--- src/rtl/sram2k8_arbiter_if.sv ---
// rtl/sram2k8_arbiter_if.sv - video/CPU request ports and SRAM2k8 pin bundle for sram2k8_arbiter
interface sram2k8_arbiter_if #(
  parameter int AW = 11,
  parameter int DW = 8
);
  logic          vid_req;
  logic [AW-1:0] vid_addr;
  logic [DW-1:0] vid_dout;
  logic          vid_valid;
  logic          vid_ovr;
  logic          cpu_req;
  logic          cpu_we;
  logic [AW-1:0] cpu_addr;
  logic [DW-1:0] cpu_din;
  logic [DW-1:0] cpu_dout;
  logic          cpu_ack;
  logic          busy;
  logic [AW-1:0] ram_addr;
  logic [DW-1:0] ram_din;
  logic          ram_wr_n;
  logic          ram_rd_n;
  logic [DW-1:0] ram_dout;

  modport master (
    output vid_req, vid_addr, cpu_req, cpu_we, cpu_addr, cpu_din, ram_dout,
    input  vid_dout, vid_valid, vid_ovr, cpu_dout, cpu_ack, busy,
           ram_addr, ram_din, ram_wr_n, ram_rd_n
  );

  modport slave (
    input  vid_req, vid_addr, cpu_req, cpu_we, cpu_addr, cpu_din, ram_dout,
    output vid_dout, vid_valid, vid_ovr, cpu_dout, cpu_ack, busy,
           ram_addr, ram_din, ram_wr_n, ram_rd_n
  );
endinterface

--- src/rtl/sram2k8_arbiter.sv ---
// rtl/sram2k8_arbiter.sv - shares one SRAM2k8 between a strict-priority video read port and a CPU req/ack port
module sram2k8_arbiter #(
  parameter int AW = 11
) (
  input logic              clk,
  input logic              rst_n,
  sram2k8_arbiter_if.slave bus
);
  localparam logic [1:0] IDLE   = 2'd0;
  localparam logic [1:0] RD_ACC = 2'd1;
  localparam logic [1:0] RD_CAP = 2'd2;
  localparam logic [1:0] WR_ACC = 2'd3;

  logic [1:0]    state;
  logic          vp;
  logic [AW-1:0] vp_addr;
  logic          owner_vid;
  logic          issue_vid;
  logic          take_vid;

  // A strobe landing on the edge that issues the pending read refills vp instead of overrunning
  assign issue_vid = (state == IDLE) && vp;
  assign take_vid  = bus.vid_req && (!vp || issue_vid);
  assign bus.busy  = (state != IDLE);

  always_ff @(posedge clk or negedge rst_n) begin
    if (!rst_n) begin
      vp      <= 1'b0;
      vp_addr <= '0;
      bus.vid_ovr <= 1'b0;
    end else begin
      if (take_vid) begin
        vp      <= 1'b1;
        vp_addr <= bus.vid_addr;
      end else if (issue_vid) begin
        vp <= 1'b0;
      end
      if (bus.vid_req && !take_vid) begin
        bus.vid_ovr <= 1'b1;
      end
    end
  end

  always_ff @(posedge clk or negedge rst_n) begin
    if (!rst_n) begin
      state         <= IDLE;
      owner_vid     <= 1'b0;
      bus.ram_addr  <= '0;
      bus.ram_din   <= '0;
      bus.ram_wr_n  <= 1'b1;
      bus.ram_rd_n  <= 1'b1;
      bus.vid_dout  <= '0;
      bus.vid_valid <= 1'b0;
      bus.cpu_dout  <= '0;
      bus.cpu_ack   <= 1'b0;
    end else begin
      bus.vid_valid <= 1'b0;
      bus.cpu_ack   <= 1'b0;
      case (state)
        IDLE: begin
          if (vp) begin
            bus.ram_addr <= vp_addr;
            bus.ram_rd_n <= 1'b0;
            owner_vid    <= 1'b1;
            state        <= RD_ACC;
          end else if (bus.cpu_req && !bus.cpu_we) begin
            bus.ram_addr <= bus.cpu_addr;
            bus.ram_rd_n <= 1'b0;
            owner_vid    <= 1'b0;
            state        <= RD_ACC;
          end else if (bus.cpu_req && bus.cpu_we) begin
            bus.ram_addr <= bus.cpu_addr;
            bus.ram_din  <= bus.cpu_din;
            bus.ram_wr_n <= 1'b0;
            state        <= WR_ACC;
          end
        end
        RD_ACC: begin
          bus.ram_rd_n <= 1'b1;
          state        <= RD_CAP;
        end
        RD_CAP: begin
          // SRAM output is registered, so data appears one edge after RD_n was sampled
          if (owner_vid) begin
            bus.vid_dout  <= bus.ram_dout;
            bus.vid_valid <= 1'b1;
          end else begin
            bus.cpu_dout <= bus.ram_dout;
            bus.cpu_ack  <= 1'b1;
          end
          state <= IDLE;
        end
        WR_ACC: begin
          bus.ram_wr_n <= 1'b1;
          bus.cpu_ack  <= 1'b1;
          state        <= IDLE;
        end
        default: state <= IDLE;
      endcase
    end
  end
endmodule

--- src/flat_wrapper.sv ---
// flat-port wrapper written by rule: the top's interface ports become plain ports
module sram2k8_arbiter_flat 
#(
  parameter int AW = 11
)
  (clk, rst_n, bus_vid_req, bus_vid_addr, bus_cpu_req, bus_cpu_we, bus_cpu_addr, bus_cpu_din, bus_ram_dout, bus_vid_dout, bus_vid_valid, bus_vid_ovr, bus_cpu_dout, bus_cpu_ack, bus_busy, bus_ram_addr, bus_ram_din, bus_ram_wr_n, bus_ram_rd_n);
  sram2k8_arbiter_if #(.AW(AW), .DW((8))) bus_i ();
  input logic clk;
  input logic rst_n;
  input wire logic [$bits(bus_i.vid_req)-1:0] bus_vid_req;
  input wire logic [$bits(bus_i.vid_addr)-1:0] bus_vid_addr;
  input wire logic [$bits(bus_i.cpu_req)-1:0] bus_cpu_req;
  input wire logic [$bits(bus_i.cpu_we)-1:0] bus_cpu_we;
  input wire logic [$bits(bus_i.cpu_addr)-1:0] bus_cpu_addr;
  input wire logic [$bits(bus_i.cpu_din)-1:0] bus_cpu_din;
  input wire logic [$bits(bus_i.ram_dout)-1:0] bus_ram_dout;
  output wire logic [$bits(bus_i.vid_dout)-1:0] bus_vid_dout;
  output wire logic [$bits(bus_i.vid_valid)-1:0] bus_vid_valid;
  output wire logic [$bits(bus_i.vid_ovr)-1:0] bus_vid_ovr;
  output wire logic [$bits(bus_i.cpu_dout)-1:0] bus_cpu_dout;
  output wire logic [$bits(bus_i.cpu_ack)-1:0] bus_cpu_ack;
  output wire logic [$bits(bus_i.busy)-1:0] bus_busy;
  output wire logic [$bits(bus_i.ram_addr)-1:0] bus_ram_addr;
  output wire logic [$bits(bus_i.ram_din)-1:0] bus_ram_din;
  output wire logic [$bits(bus_i.ram_wr_n)-1:0] bus_ram_wr_n;
  output wire logic [$bits(bus_i.ram_rd_n)-1:0] bus_ram_rd_n;
  assign bus_i.vid_req = bus_vid_req;
  assign bus_i.vid_addr = bus_vid_addr;
  assign bus_i.cpu_req = bus_cpu_req;
  assign bus_i.cpu_we = bus_cpu_we;
  assign bus_i.cpu_addr = bus_cpu_addr;
  assign bus_i.cpu_din = bus_cpu_din;
  assign bus_i.ram_dout = bus_ram_dout;
  assign bus_vid_dout = bus_i.vid_dout;
  assign bus_vid_valid = bus_i.vid_valid;
  assign bus_vid_ovr = bus_i.vid_ovr;
  assign bus_cpu_dout = bus_i.cpu_dout;
  assign bus_cpu_ack = bus_i.cpu_ack;
  assign bus_busy = bus_i.busy;
  assign bus_ram_addr = bus_i.ram_addr;
  assign bus_ram_din = bus_i.ram_din;
  assign bus_ram_wr_n = bus_i.ram_wr_n;
  assign bus_ram_rd_n = bus_i.ram_rd_n;
  sram2k8_arbiter #(.AW(AW)) u_core (.clk(clk), .rst_n(rst_n), .bus(bus_i));
endmodule
--- config.mk ---
export PLATFORM = sky130hd
export DESIGN_NAME = sram2k8_arbiter_flat
export DESIGN_NICKNAME = d
export VERILOG_FILES = /design/src/rtl/sram2k8_arbiter_if.sv /design/src/rtl/sram2k8_arbiter.sv /design/src/flat_wrapper.sv
export SDC_FILE = /design/constraint.sdc
export NUM_CORES = 1
export LEC_CHECK = 0
export CORE_MARGIN = 1.5
export CORE_UTILIZATION = 39
export DETAILED_ROUTE_END_ITERATION = 10
export GPL_TIMING_DRIVEN = 1
export PLACE_DENSITY_LB_ADDON = 0.05
export RECOVER_POWER = 25
export SLEW_MARGIN = 15
export SYNTH_ARGS = -nofsm -noshare
export SYNTH_HDL_FRONTEND = slang
export SYNTH_SLANG_ARGS = --single-unit
--- constraint.sdc ---
create_clock -name clk -period 1.65 [get_ports clk]
set_input_delay 0.33 -clock clk [delete_from_list [all_inputs] [get_ports clk]]
set_output_delay 0.33 -clock clk [all_outputs]
set_load 0.01 [all_outputs]
# ---- Yosys cells after proc, flatten, opt, wreduce, memory -nomap -nowiden
# Cells that the tools add are included.
dict set report word_totals {
  latch_bits 0
  elab_cells 69
  mem_bits_ro 0
  mem_bits_rw 0
  memories 0
  ff_bits 55
}
dict set report classes {
  n_reduce_logical 24
  add_sub_neg 0
  div_mod_pow 0
  n_mux 21
  magnitude_cmp 0
  n_shift 0
  n_eq_ne 8
  n_bitwise 3
  n_mul 0
}
# operator count
set op_table {}
lappend op_table {{11-bit 2-to-1 mux} 3}
lappend op_table {{1-bit 2-to-1 mux} 11}
lappend op_table {{2-bit AND reduction} 5}
lappend op_table {{2-bit nonzero test} 5}
lappend op_table {{4-bit AND reduction} 2}
lappend op_table {{2-bit 2-to-1 mux} 3}
lappend op_table {{2-bit != test (second input constant)} 3}
lappend op_table {{1-bit one-hot mux with 2 select lines} 3}
lappend op_table {{2-bit one-hot mux with 3 select lines} 1}
lappend op_table {{1-bit logical AND} 5}
lappend op_table {{2-bit == test (second input constant)} 2}
lappend op_table {{4-bit by 3-bit != test with 1-bit output (second input constant)} 1}
lappend op_table {{1-bit logical NOT} 3}
lappend op_table {{3-bit by 2-bit != test with 1-bit output (second input constant)} 1}
lappend op_table {{1-bit inverter} 3}
lappend op_table {{3-bit nonzero test} 1}
lappend op_table {{2-bit by 1-bit == test with 1-bit output (second input constant)} 1}
lappend op_table {{2-bit logical NOT} 1}
lappend op_table {{2-bit OR reduction} 1}
lappend op_table {{1-bit logical OR} 1}

# ---- Longest topological paths before layout
dict set report logic_depth {
  ltp_word 6
  depth_mapped 5
  ltp_nobuf 3
}

# ---- Worst setup path before layout
# Ideal clock, no wire load.
dict set report synth_timing {
  path_type {reg2reg}
  from {register u_core.state[1]}
  to {register u_core.bus.ram_addr[1] in the netlist's numbering}
  arrival_time_ns 1.517
  synth_period_minus_slack_ns 1.641
  stages_incl_launch_ff 6
  setup_slack_ns 0.009
  cell_sequence {dfrtp_1 or2_1 clkbuf_2 nor2_1 buf_4 mux2_2}
}
dict set report synth_via {
  elab_chain_cells 2
}
# element line
set synth_lines {}
lappend synth_lines {{start: declaration} sram2k8_arbiter.sv:14} ;# logic [1:0] state;
lappend synth_lines {{start signal: assignment} sram2k8_arbiter.sv:46} ;# state <= IDLE;
lappend synth_lines {{start signal: assignment} sram2k8_arbiter.sv:65} ;# state <= RD_ACC;
lappend synth_lines {{start signal: assignment} sram2k8_arbiter.sv:70} ;# state <= RD_ACC;
lappend synth_lines {{2-bit logical NOT} sram2k8_arbiter.sv:59} ;# case (state)
lappend synth_lines {{2-bit AND reduction (no source line)} n/a}
lappend synth_lines {{end signal: assignment} sram2k8_arbiter.sv:62} ;# bus.ram_addr <= vp_addr;
lappend synth_lines {{end signal: assignment} sram2k8_arbiter.sv:67} ;# bus.ram_addr <= bus.cpu_addr;
lappend synth_lines {{end signal: assignment} sram2k8_arbiter.sv:72} ;# bus.ram_addr <= bus.cpu_addr;
lappend synth_lines {{end: declaration} sram2k8_arbiter_if.sv:33} ;# ram_addr, ram_din, ram_wr_n, ram_rd_n
# No other way between the ends.
# A chain may end at the register's enable or synchronous reset.

# ---- Final worst setup path
dict set report layout_timing {
  from {register u_core.bus.vid_ovr}
  to {output port bus_vid_ovr}
}
# element line
set layout_rtl {}
lappend layout_rtl {{start: declaration} sram2k8_arbiter_if.sv:32} ;# output vid_dout, vid_valid, vid_ovr, cpu_dout, cpu_ack, busy,
lappend layout_rtl {{start signal: assignment} sram2k8_arbiter.sv:30} ;# bus.vid_ovr <= 1'b0;
lappend layout_rtl {{start signal: assignment} sram2k8_arbiter.sv:39} ;# bus.vid_ovr <= 1'b1;
lappend layout_rtl {{end: declaration} flat_wrapper.sv:19} ;# output wire logic [$bits(bus_i.vid_ovr)-1:0] bus_vid_ovr;
# No word-level cell between the ends.

==> impl_results.md <==
- Outcome: complete, no violations
- 1st-pass router iterations: 3
- Core region area: about 5500 um2
- Max Cap Viol: 0
- Final instance area: 3306 um2
- Initial core utilization: approximately 40%
- Net Count, Synth: between 150 and 200
- Die area: 6089 um2
- Worst min path class: reg2reg
- Critical path buffers and inverters: 1
- Gr usage total: 16.07%
- Layout area overhead: 50.54%
- First-pass GRT wire length: between 7000 and 8000 um
- Cells after synthesis: about 140
- Min-Delay Path Depth: 2
- #FFs+latches synth: 55
- Syn avg cell area: 15.36 um2
- Share of cells above drive strength 1: 34.43%
- Hpwl dp: approximately 3500 um
- Clock Tree Root: clkbuf_8
- TNS Setup: 0 ns
- Grt total ovfl: 0
- Max Slew Vio Count: 0
- Worst vdd rail ir drop: 862.4 uV
- CP Class: reg2out
- TritonCTS Buffers: 5
- Initial antenna violation count: 0
- Rows: 27
- CP Launch Type: flip-flop
- Reg2Reg Launch Point: u_core.state[1]
- Min Tclk post-route: approximately 1.6 ns
- Post-synthesis simple-gate area fraction: under 10%
- Worst skew pair latency: between 0.3 and 0.4 ns
- H-tree depth: 2
- Most common cell after layout, fill and taps aside: clkdlybuf4s50_1
- Vias in the first global route: approximately 1.5k
- Compound-Gate Fraction of Synth Area: 2.336%
- Synth top area share: approximately three fifths
- CP delay by family, top: buffers and inverters
- Pwr/cell area: 1789 nW/um2
- Crit path DAT: approximately 1.2 ns
- CTS max path bufs: 2
- Post-route ant nets: 0
- Largest family of logic cells by synthesized area: multiplexers
- Final Skew: between 0.009 and 0.01 ns
- Reg2reg path depth: 5
- Yosys warns: 0
- Die Span Y: roughly 80 um
- CP Data Required Time: between 1 and 1.5 ns
- I/O pins: 84
- Final hold vios: 0
- Synth area leaders: dfrtp_1 (60%), mux2_2 (29%), dfstp_2 (2.4%)
- Pin count of the biggest net entering global routing: 24
- Final wirelength: around 4600 um
- CTS tree: done
- Drt drc: 0
- Static Leak: roughly 1.4 nW
- Fmax: 640.6 MHz
- Critical R2R Capture: u_core.bus.cpu_dout[6]
- Via count: ~1.5k
- RSZ-0062 raised after global routing: no
- R2r setup slk: between 0.1 and 0.15 ns
- Mux contribution to synthesized area: roughly 30%
- Final net count: 286
- Critical Path Slowest Stage Cell: clkdlybuf4s50_1
- Fillers: 457
- Initial DRC Count: between 40 and 50
- Critical path depth in cells: 1
- Post-synthesis sequential area ratio: 62.79%
- Synth Area in XOR/XNOR: 0%
- Worst hold path endpoint: u_core.bus.ram_wr_n
- Setup-failing EPs final: 0
- Endpoint type of the worst setup path: primary output
- Post-Synth Adder-Cell Area: 0%
- Leading area contributor after synthesis: dfrtp_1
- Antenna Cells: 0
- Most frequent cells in the layout: clkdlybuf4s50_1 (78), mux2_2 (57), dfrtp_1 (53)
- Buffers on Ports: 83
- WL/cell: roughly 14 um
- Tot Pwr: about 5.9 mW
- Worst-margin pin slew: ~0.55 ns
- Clock slew at reported path FFs: roughly 0.1 ns
- Hold path start: u_core.bus.ram_wr_n
- Post-synthesis cell type count: 22
- # clock sinks: 55
- Via-to-Cell Ratio: between 4 and 5
- Post-DP Area: approximately 3200 um2
- Die Width: between 70 and 80 um
- Slew HR: 63.23%
- Cell chain of the critical path: clkdlybuf4s50_1
- Slowest stage delay, CP: 0.55 ns
- GP Congestion: between 0.7 and 0.8
- Max FO, Critical Path: 2
- Ratio of final minimum period to clock period: 94.61%
- Cell Area, Synth: about 2200 um2
==> sequential cells by signal (all words and copies together) (netlist names), 2 cells and up <==
name                 flops
u_core.bus.ram_addr     11
u_core.vp_addr          11
u_core.bus.cpu_dout      8
u_core.bus.ram_din       8
u_core.bus.vid_dout      8
u_core.state             2
==> synth_stat cells <==
master     number
a21oi_1         2
a31o_2          1
a31oi_1         1
buf_1           1
buf_2           2
buf_4           1
clkbuf_2        1
dfrtp_1        53
dfstp_2         2
inv_1           6
mux2_2         57
nand2_1         2
nand2b_1        2
nand3_1         1
nor2_1          3
nor3_2          1
nor3_4          1
o21ai_0         1
o22ai_1         2
o2bb2ai_1       1
or2_1           1
or2_2           1
==> layer usage <==
layer	global-route usage, %	vias up	share of wire (%)
li1	-	704	-
met1	19.40	728	40
met2	27.48	52	52
met3	5.465	4	7.4
met4	4.286	0	0.90
met5	0	-	0
==> layout make-up <==
class | count | area, um2 | area share, %
repair buffers | 98 | 952.2 | 28.80
clock inverters | 3 | 22.52 | 0.6813
well taps | 72 | 90.09 | 2.725
inverters | 6 | 22.52 | 0.6813
flip-flops and latches | 55 | 1379 | 41.71
multi-input cells | 77 | 770.7 | 23.32
clock buffers | 5 | 68.82 | 2.082
==> where the power goes <==
group          internal, mW  total, mW  leakage, nW  switching (mW)
registers              2.03       2.38        0.648           0.351
clock network         0.308      0.753       0.0489           0.445
logic                  1.78       2.78        0.701            1.00
==> cell families (layout without fill, tap and decap cells) <==
logic type | after synthesis | in the layout
multiplexers | 57 | 57
AO/OA/AOI/OAI | 8 | 8
buffers and inverters | 11 | 112
flip-flops | 55 | 55
AND/OR/NAND/NOR | 12 | 12
==> timing repair <==
item | 4_1_cts | 5_1_grt
hold buffers | 1 | 0
setup buffers | 0 | 0
hold endpoints to repair | 18 | 0
endpoints found under the setup margin | 3 | 1
pin swaps | 0 | 1
resized for setup | 4 | 1
==> worst max-delay path by stage <==
stage / endpoint / start / slack (ns)
global placement: u_core.bus.ram_addr[3] / bus_cpu_req / -0.02
CTS: bus_busy / u_core.state[1] / 0.02
global route: bus_vid_ovr / u_core.bus.vid_ovr / 0.03
detailed placement: u_core.bus.ram_din[1] / bus_cpu_req / -0.06
floorplan: u_core.bus.ram_addr[1] / u_core.state[1] / 0.009
finish: bus_vid_ovr / u_core.bus.vid_ovr / 0.09
==> worst min-delay path, stage by stage (launching register included) <==
cell and delay [ns]:
dfstp_2 0.38, inv_1 0.04, o22ai_1 0.06
==> per-stage QoR <==
stage / cells / util (%) / setup slack, ns / hold slack, ns
after floorplan: 143 / - / 0.008632 / 0.03441
after global placement: 307 / 58.76 / -0.02135 / 0.3291
after detailed placement: 307 / 58.76 / -0.06090 / 0.3293
after CTS: 316 / 60.59 / 0.01730 / 0.4931
after global routing: 316 / 60.40 / 0.03069 / 0.5100
final: 316 / 60.40 / 0.08899 / 0.4858
(Power assumes the default switching activity.)
